===== src/rtl/lsu_multicycle.sv =====
// ============================================================================
// Module   : lsu_multicycle
// Brief    : Load/store unit that drives a multi-cycle req/ack memory with
//            lane-aligned byte enables, store data and extended load data.
//            Optional watchdog abort: define LSU_TIMEOUT_EN.
// Revision : 1.0 - initial release
// ============================================================================
`default_nettype none

module lsu_multicycle #(
    parameter int DATA_W         = 32,
    parameter int ADDR_W         = 32,
    parameter int TIMEOUT_CYCLES = 255
) (
    input  logic                clk,
    input  logic                rst,
    input  logic                start,
    input  logic                is_store,
    input  logic [1:0]          size,
    input  logic                sign_ext,
    input  logic [ADDR_W-1:0]   addr,
    input  logic [DATA_W-1:0]   wdata,
    output logic                busy,
    output logic                done,
    output logic [DATA_W-1:0]   rdata,
    output logic                misalign,
    output logic                timeout,
    output logic                mem_req,
    output logic                mem_we,
    output logic [ADDR_W-1:0]   mem_addr,
    output logic [DATA_W/8-1:0] mem_be,
    output logic [DATA_W-1:0]   mem_wdata,
    input  logic [DATA_W-1:0]   mem_rdata,
    input  logic                mem_ack
);

    localparam int BE_W   = DATA_W / 8;
    localparam int LANE_W = $clog2(BE_W);

    if ((DATA_W != 32 && DATA_W != 64) || TIMEOUT_CYCLES < 1) begin : g_param_check
        $error("lsu_multicycle: unsupported DATA_W or TIMEOUT_CYCLES");
    end

    typedef enum logic [1:0] {
        IDLE   = 2'd0,
        ACCESS = 2'd1,
        FINISH = 2'd2
    } state_t;

    // Right-justified byte enables covering 2^s bytes
    function automatic logic [BE_W-1:0] size_be(input logic [1:0] s);
        logic [7:0] b;
        case (s)
            2'd0:    b = 8'h01;
            2'd1:    b = 8'h03;
            2'd2:    b = 8'h0F;
            default: b = 8'hFF;
        endcase
        return b[BE_W-1:0];
    endfunction

    function automatic logic [DATA_W-1:0] be_to_mask(input logic [BE_W-1:0] be);
        logic [DATA_W-1:0] m;
        for (int i = 0; i < BE_W; i++) begin
            m[8*i +: 8] = {8{be[i]}};
        end
        return m;
    endfunction

    state_t              state_q,     state_d;
    logic                store_q,     store_d;
    logic [1:0]          size_q,      size_d;
    logic                sext_q,      sext_d;
    logic [LANE_W-1:0]   lane_q,      lane_d;
    logic                mis_q,       mis_d;
    logic [DATA_W-1:0]   rdata_q,     rdata_d;
    logic [ADDR_W-1:0]   mem_addr_q,  mem_addr_d;
    logic [BE_W-1:0]     mem_be_q,    mem_be_d;
    logic [DATA_W-1:0]   mem_wdata_q, mem_wdata_d;
`ifdef LSU_TIMEOUT_EN
    localparam int CNT_W = $clog2(TIMEOUT_CYCLES + 1);
    logic [CNT_W-1:0]    cnt_q,       cnt_d;
    logic                to_q,        to_d;
`endif

    logic [LANE_W-1:0]   w_lane;
    logic [2:0]          w_align_mask;
    logic                w_misalign;
    logic [BE_W-1:0]     w_acc_be;
    logic [DATA_W-1:0]   w_shifted;
    logic [DATA_W-1:0]   w_ld_mask;
    logic                w_top;
    logic [DATA_W-1:0]   w_load;

    always_comb begin
        w_lane       = addr[LANE_W-1:0];
        w_align_mask = 3'((4'd1 << size) - 4'd1);
        w_misalign   = ((size == 2'd3) && (DATA_W != 64)) ||
                       ((addr[2:0] & w_align_mask) != 3'd0);
        w_acc_be     = size_be(size);

        w_shifted = mem_rdata >> {lane_q, 3'b000};
        w_ld_mask = be_to_mask(size_be(size_q));
        case (size_q)
            2'd0:    w_top = w_shifted[7];
            2'd1:    w_top = w_shifted[15];
            2'd2:    w_top = w_shifted[31];
            default: w_top = w_shifted[DATA_W-1];
        endcase
        // A full-width mask leaves no bits to extend into, so sign_ext drops out
        w_load = (w_shifted & w_ld_mask) | ({DATA_W{sext_q & w_top}} & ~w_ld_mask);
    end

    always_comb begin
        state_d     = state_q;
        store_d     = store_q;
        size_d      = size_q;
        sext_d      = sext_q;
        lane_d      = lane_q;
        mis_d       = mis_q;
        rdata_d     = rdata_q;
        mem_addr_d  = mem_addr_q;
        mem_be_d    = mem_be_q;
        mem_wdata_d = mem_wdata_q;
`ifdef LSU_TIMEOUT_EN
        cnt_d       = cnt_q;
        to_d        = to_q;
`endif
        case (state_q)
            IDLE: begin
                if (start) begin
                    store_d = is_store;
                    size_d  = size;
                    sext_d  = sign_ext;
                    lane_d  = w_lane;
                    mis_d   = w_misalign;
`ifdef LSU_TIMEOUT_EN
                    cnt_d   = '0;
                    to_d    = 1'b0;
`endif
                    if (w_misalign) begin
                        state_d = FINISH;
                    end else begin
                        state_d     = ACCESS;
                        mem_addr_d  = {addr[ADDR_W-1:LANE_W], {LANE_W{1'b0}}};
                        mem_be_d    = w_acc_be << w_lane;
                        mem_wdata_d = (wdata & be_to_mask(w_acc_be)) << {w_lane, 3'b000};
                    end
                end
            end
            ACCESS: begin
                if (mem_ack) begin
                    state_d = FINISH;
                    if (!store_q) begin
                        rdata_d = w_load;
                    end
                end
`ifdef LSU_TIMEOUT_EN
                else if (cnt_q == CNT_W'(TIMEOUT_CYCLES - 1)) begin
                    state_d = FINISH;
                    to_d    = 1'b1;
                end else begin
                    cnt_d = cnt_q + 1'b1;
                end
`endif
            end
            FINISH:  state_d = IDLE;
            default: state_d = IDLE;
        endcase
    end

    always_ff @(posedge clk or posedge rst) begin
        if (rst) begin
            state_q     <= IDLE;
            store_q     <= 1'b0;
            size_q      <= 2'd0;
            sext_q      <= 1'b0;
            lane_q      <= '0;
            mis_q       <= 1'b0;
            rdata_q     <= '0;
            mem_addr_q  <= '0;
            mem_be_q    <= '0;
            mem_wdata_q <= '0;
`ifdef LSU_TIMEOUT_EN
            cnt_q       <= '0;
            to_q        <= 1'b0;
`endif
        end else begin
            state_q     <= state_d;
            store_q     <= store_d;
            size_q      <= size_d;
            sext_q      <= sext_d;
            lane_q      <= lane_d;
            mis_q       <= mis_d;
            rdata_q     <= rdata_d;
            mem_addr_q  <= mem_addr_d;
            mem_be_q    <= mem_be_d;
            mem_wdata_q <= mem_wdata_d;
`ifdef LSU_TIMEOUT_EN
            cnt_q       <= cnt_d;
            to_q        <= to_d;
`endif
        end
    end

    assign busy      = (state_q != IDLE);
    assign done      = (state_q == FINISH);
    assign mem_req   = (state_q == ACCESS);
    assign mem_we    = mem_req & store_q;
    assign misalign  = done & mis_q;
`ifdef LSU_TIMEOUT_EN
    assign timeout   = done & to_q;
`else
    assign timeout   = 1'b0;
`endif
    assign rdata     = rdata_q;
    assign mem_addr  = mem_addr_q;
    assign mem_be    = mem_be_q;
    assign mem_wdata = mem_wdata_q;

endmodule

`default_nettype wire


===== config.mk =====
export PLATFORM = sky130hd
export DESIGN_NAME = lsu_multicycle
export DESIGN_NICKNAME = d
export VERILOG_FILES = /design/src/rtl/lsu_multicycle.sv
export SDC_FILE = /design/constraint.sdc
export NUM_CORES = 1
export LEC_CHECK = 0
export BUFFER_PORTS_ARGS = -buffer_cell sky130_fd_sc_hd__buf_4
export CORE_MARGIN = 1.5
export CORE_UTILIZATION = 45
export CTS_BUF_LIST = sky130_fd_sc_hd__clkbuf_8
export DETAILED_ROUTE_END_ITERATION = 10
export PLACE_DENSITY = 0.79
export SETUP_SLACK_MARGIN = 0.3
export SLEW_MARGIN = 20
export SYNTH_ARGS = -nofsm -noshare
export SYNTH_HDL_FRONTEND = slang
export SYNTH_SLANG_ARGS = --single-unit

===== constraint.sdc =====
create_clock -name clk -period 3.3 [get_ports clk]
set_input_delay 0.495 -clock clk [delete_from_list [all_inputs] [get_ports clk]]
set_output_delay 0.495 -clock clk [all_outputs]
set_load 0.02 [all_outputs]

## Word level (Yosys, flattened, before mapping)

Cells that the tools add are included.

| word-level totals | value |
|---|---|
| input port bits | 104 |
| word-level logic and storage cells | 52 |
| bits in registers | 107 |

| cells by class | value |
|---|---|
| mux-type cells | 7 |
| shifts and indexed selects | 4 |
| eq/ne operators | 9 |
| reductions and logical operators | 10 |
| add/subtract/negate cells | 1 |
| bitwise operators | 11 |

Operators with widths:

| kind | number |
|---|---|
| 32-bit AND | 3 |
| 32-bit inverter | 1 |
| 32-bit OR | 1 |
| 32-bit by 5-bit << shifter with 32-bit output | 1 |
| 32-bit by 5-bit >> shifter with 32-bit output | 1 |
| 4-bit one-hot mux with 3 select lines | 2 |
| 2-bit equality test, second input constant | 4 |
| 2-bit by 1-bit equality test with 1-bit output, second input constant | 3 |
| 2-bit logical NOT | 3 |
| 2-bit 2-to-1 mux | 3 |
| 3-bit AND reduction | 2 |
| 2-bit one-hot mux with 2 select lines | 1 |
| 2-bit AND reduction | 2 |
| 4-bit by 2-bit << shifter with 4-bit output | 1 |
| 1-bit AND | 3 |
| 3-bit AND | 1 |
| 3-bit nonzero test | 1 |
| 1-bit by 2-bit << shifter with 3-bit output, first input constant | 1 |
| 3-bit by 1-bit subtractor with 3-bit output, second input constant | 1 |
| 2-bit by 1-bit != test with 1-bit output, second input constant | 1 |
| 2-bit != test, second input constant | 1 |
| 1-bit inverter | 2 |
| 1-bit one-hot mux with 2 select lines | 1 |
| 2-bit nonzero test | 1 |
| 1-bit logical OR | 1 |

## Depth between registers and ports, before layout

| depth | value |
|---|---|
| word-level depth | 8 |
| gate-level depth with buffers | 10 |

## Worst setup path after synthesis

No wires, ideal clock.

| timing path | value |
|---|---|
| path type | input port to flip-flop |
| from | input port size[0] |
| to | register mem_addr_q[24] (netlist: mem_addr[24]) |
| setup slack | 1,087 ps |
| path buffers | 2 |
| data arrival time | 2,088 ps |
| cell stages on the path | 8 |
| cells stage by stage | nor2_1 > inv_1 > clkbuf_1 > ha_1 > nand2b_1 > nand3b_1 > clkbuf_1 > mux2_2 |

| on the way | value |
|---|---|
| cells in the longest elaborated chain, start to end | 7 |
| elaborated cells between the ends (all ways) | 8 |
| those cells by class | add/sub (1); eq/ne (1); shift (1); bitwise (2); reduce/logical (3) |

Ends and longest elaborated chain:

| item | line | RTL |
|---|---|---|
| from (decl) | 19 | `input logic [1:0] size,` |
| 1-bit by 2-bit << shifter with 3-bit output | 97 | `w_align_mask = 3'((4'd1 << size) - 4'd1);` |
| 3-bit by 1-bit subtractor with 3-bit output | 97 |  |
| 3-bit AND | 99 | `((addr[2:0] & w_align_mask) != 3'd0);` |
| 3-bit nonzero test | 99 |  |
| 1-bit logical OR * | 98 | `w_misalign = ((size == 2'd3) && (DATA_W != 64)) \|\|` |
| 1-bit inverter (no source line) * | - |  |
| 3-bit AND reduction (no source line) * | - |  |
| to (signal assigned) | 196 | `mem_addr_q <= mem_addr_d;` |
| to (decl) | 77 | `logic [ADDR_W-1:0] mem_addr_q, mem_addr_d;` |

Mark *: on every way between the ends. The rest lies on a longest branch, timed or not.
A chain may end at the register's enable or synchronous reset.

## Final worst setup path

| timing path | value |
|---|---|
| from | input port size[0] |
| to | register mem_addr_q[15] (netlist: mem_addr[15]) |

The elaborated chain is that of the path after synthesis.

==> metrics.csv <==
metric;value;unit
start_util;0.465;
cts.sinks;107;
crit_path_end;mem_addr[15];
grt_pass1_wl;21.7;mm
wl_per_cell;17.6;um
yosys-top-cells-area;dfrtp_1, mux2_2, mux2i_1;
outcome;complete, no violations;
r2r_end;mem_wdata[7];
ctsHoldBuffers;0;
crit_path_max_fanout;42;
syn_area;0.00507;sq mm
ys_seq_area_frac;0.529;
r2r-start;state_q[1];
cts-resized-gates;0;
leakage;0.00332;uW
cts_buffers;9;
core;0.0109;sq mm
async_reset_ff_frac;1.00;
die_area;0.0119;sq mm
synth.avg_cell_area;10.9;sq um
synth-edff-count;0;
worst_slew_pin_slew;955;ps
drt_iter0_markers;332;
synth_cell_types;47;
clockBufferDepth;2;
powerDensity;822;mW/mm^2
crit_start;size[0];
route.detailed.drc;0;
final_layout_size_suffix_gt1_frac;0.415;
fillerInstances;896;
yosysTopAreaCell;dfrtp_1;
fin_hold_ws;314;ps
yosys-top-cells-count;dfrtp_1, nand2_1, mux2_2, nor2_1, mux2i_1;
die_x;109;um
hold_violations;0;
gp_congestion;0.947;
detail_route.vias_per_cell;5.46;
ir_drop;538;uV
rr_worst_depth;3;
dr.pass1.iters;5;
grt_use_total;0.238;
yosysMostFrequentCell;dfrtp_1;
ios;210;
report.final.setup_viol;0;
tritoncts;done;
fin_tns_setup;0;ps
nNetsFinal;760;
path_class;in -> reg;
cp_data_arrival_time;2360;ps
clk_latency;370;ps
routed_wl;14.1;mm
fin_crit;2110;ps
h-tree-depth;3;
synth_warnings;0;
skew;13.3;ps
io_buffers;206;
die_h;109;um
antenna_found_initial;0;
utilization;0.636;
synth-seq-cells;107;
antenna_cells;0;
ctsRootBufferMaster;clkbuf_8;
gr-total-overflow;0;
ant_nets;0;
worst-r2r-setup-slack;1240;ps
rsz0062_at_grt;no;
cp-end-kind;flip-flop;
hpwl;10.6;mm
grt_pass1_vias;4378;
post_cts_buffers;0;
clk_pin_slew;100;ps
grt_max_degree;47;
ys.flop_type;dfrtp_1;
hold_class;in -> reg;
syn_to_final_growth;36.7;%
start_kind;input pin;
vias;4364;
timing.slew.headroom;0.362;
period_share;0.640;
hold_depth;3;
synth_cells;466;
cp_data_required_time;3550;ps
yosysTopAreaCellShare;0.529;
rows;38;
cap_violations;0;
max_freq;0.473;GHz
final_max_slew_viol_count;0;
[routing by layer]
layer | global-route usage | up-vias | wire, um
met4 | 0.0771 | 0 | 218
met1 | 0.294 | 2102 | 5670
met3 | 0.0508 | 19 | 1160
li1 | - | 2040 | -
met5 | 0 | - | 0
met2 | 0.414 | 203 | 7060
[report_power, final]
group / leakage (uW) / internal (uW) / switching [uW]
Clock: 0.000113 / 441 / 470
Sequential: 0.00131 / 1830 / 352
Combinational: 0.00190 / 1210 / 1390
[worst min path at each step]
stage / start / end / slack [ps]
2_1_floorplan: mis_q / mis_q / 460
3_3_place_gp: mem_be[0] / mem_be[0] / 470
3_5_place_dp: mem_be[0] / mem_be[0] / 470
4_1_cts: sign_ext / sext_q / 290
5_1_grt: is_store / store_q / 290
6_report: is_store / store_q / 310
[cell families after synthesis]
kind of cell,after synthesis,share of synthesized area
compound gates,116,0.159
xor+xnor,1,0.00173
fa+ha+maj,2,0.00445
buf+inv,43,0.0412
flops,107,0.529
mux,64,0.136
other cells,1,0.000740
simple gates,132,0.128
[sequential cells by signal, indices dropped and copies added (netlist names)]
register   count
mem_wdata     32
rdata         32
mem_addr      30
mem_be         4
lane_q         2
size_q         2
state_q        2
mis_q          1
sext_q         1
store_q        1
[metrics by stage]
| stage | setup WS, ps | power [uW] | area, sq um | instances |
|---|---|---|---|---|
| after floorplan | 1090 | 3620 | 5080 | 468 |
| after global placement | 874 | 4730 | 6700 | 784 |
| after detailed placement | 801 | 4820 | 6700 | 784 |
| after CTS | 1190 | 5740 | 6930 | 800 |
| after global routing | 1080 | 6030 | 6930 | 800 |
| final | 1190 | 5690 | 6930 | 800 |
[critical path, stage by stage]
cell	delay, ps
buf_4	130
nor2_1	140
inv_1	180
ha_1	330
nand2b_1	160
nand3b_1	100
buf_4	410
mux2_2	390
[cell type report]
cell class                      count  area [sq um]  share of cell area
Clock buffer                        9           124              0.0179
Clock inverter                      7           105              0.0152
Inverter                            5          22.5             0.00325
Multi-Input combinational cell    318          2200               0.318
Sequential cell                   107          2680               0.387
Tap cell                          140           175              0.0253
Timing Repair Buffer              214          1620               0.234
[placed cells by master (no fill, tap or decap), types with 2 or more instances in the layout]
cell type / n
nor2_1: 38
nand2_1: 46
conb_1: 3
or3_1: 2
and2_1: 2
mux2_2: 38
a21oi_1: 16
nor2b_1: 17
mux2i_1: 26
a211oi_1: 7
a22oi_1: 16
dfrtp_1: 107
inv_6: 3
nand3_1: 3
bufinv_16: 2
buf_4: 213
o21ai_0: 24
o21ai_1: 4
o21a_1: 2
nand3b_1: 8
clkbuf_8: 9
nand2b_1: 5
o22ai_1: 9
a22o_1: 9
and3_1: 2
clkinvlp_4: 2
a221o_1: 7
o22a_1: 16
inv_1: 4
No activity file was read; power rests on OpenSTA's default activity.
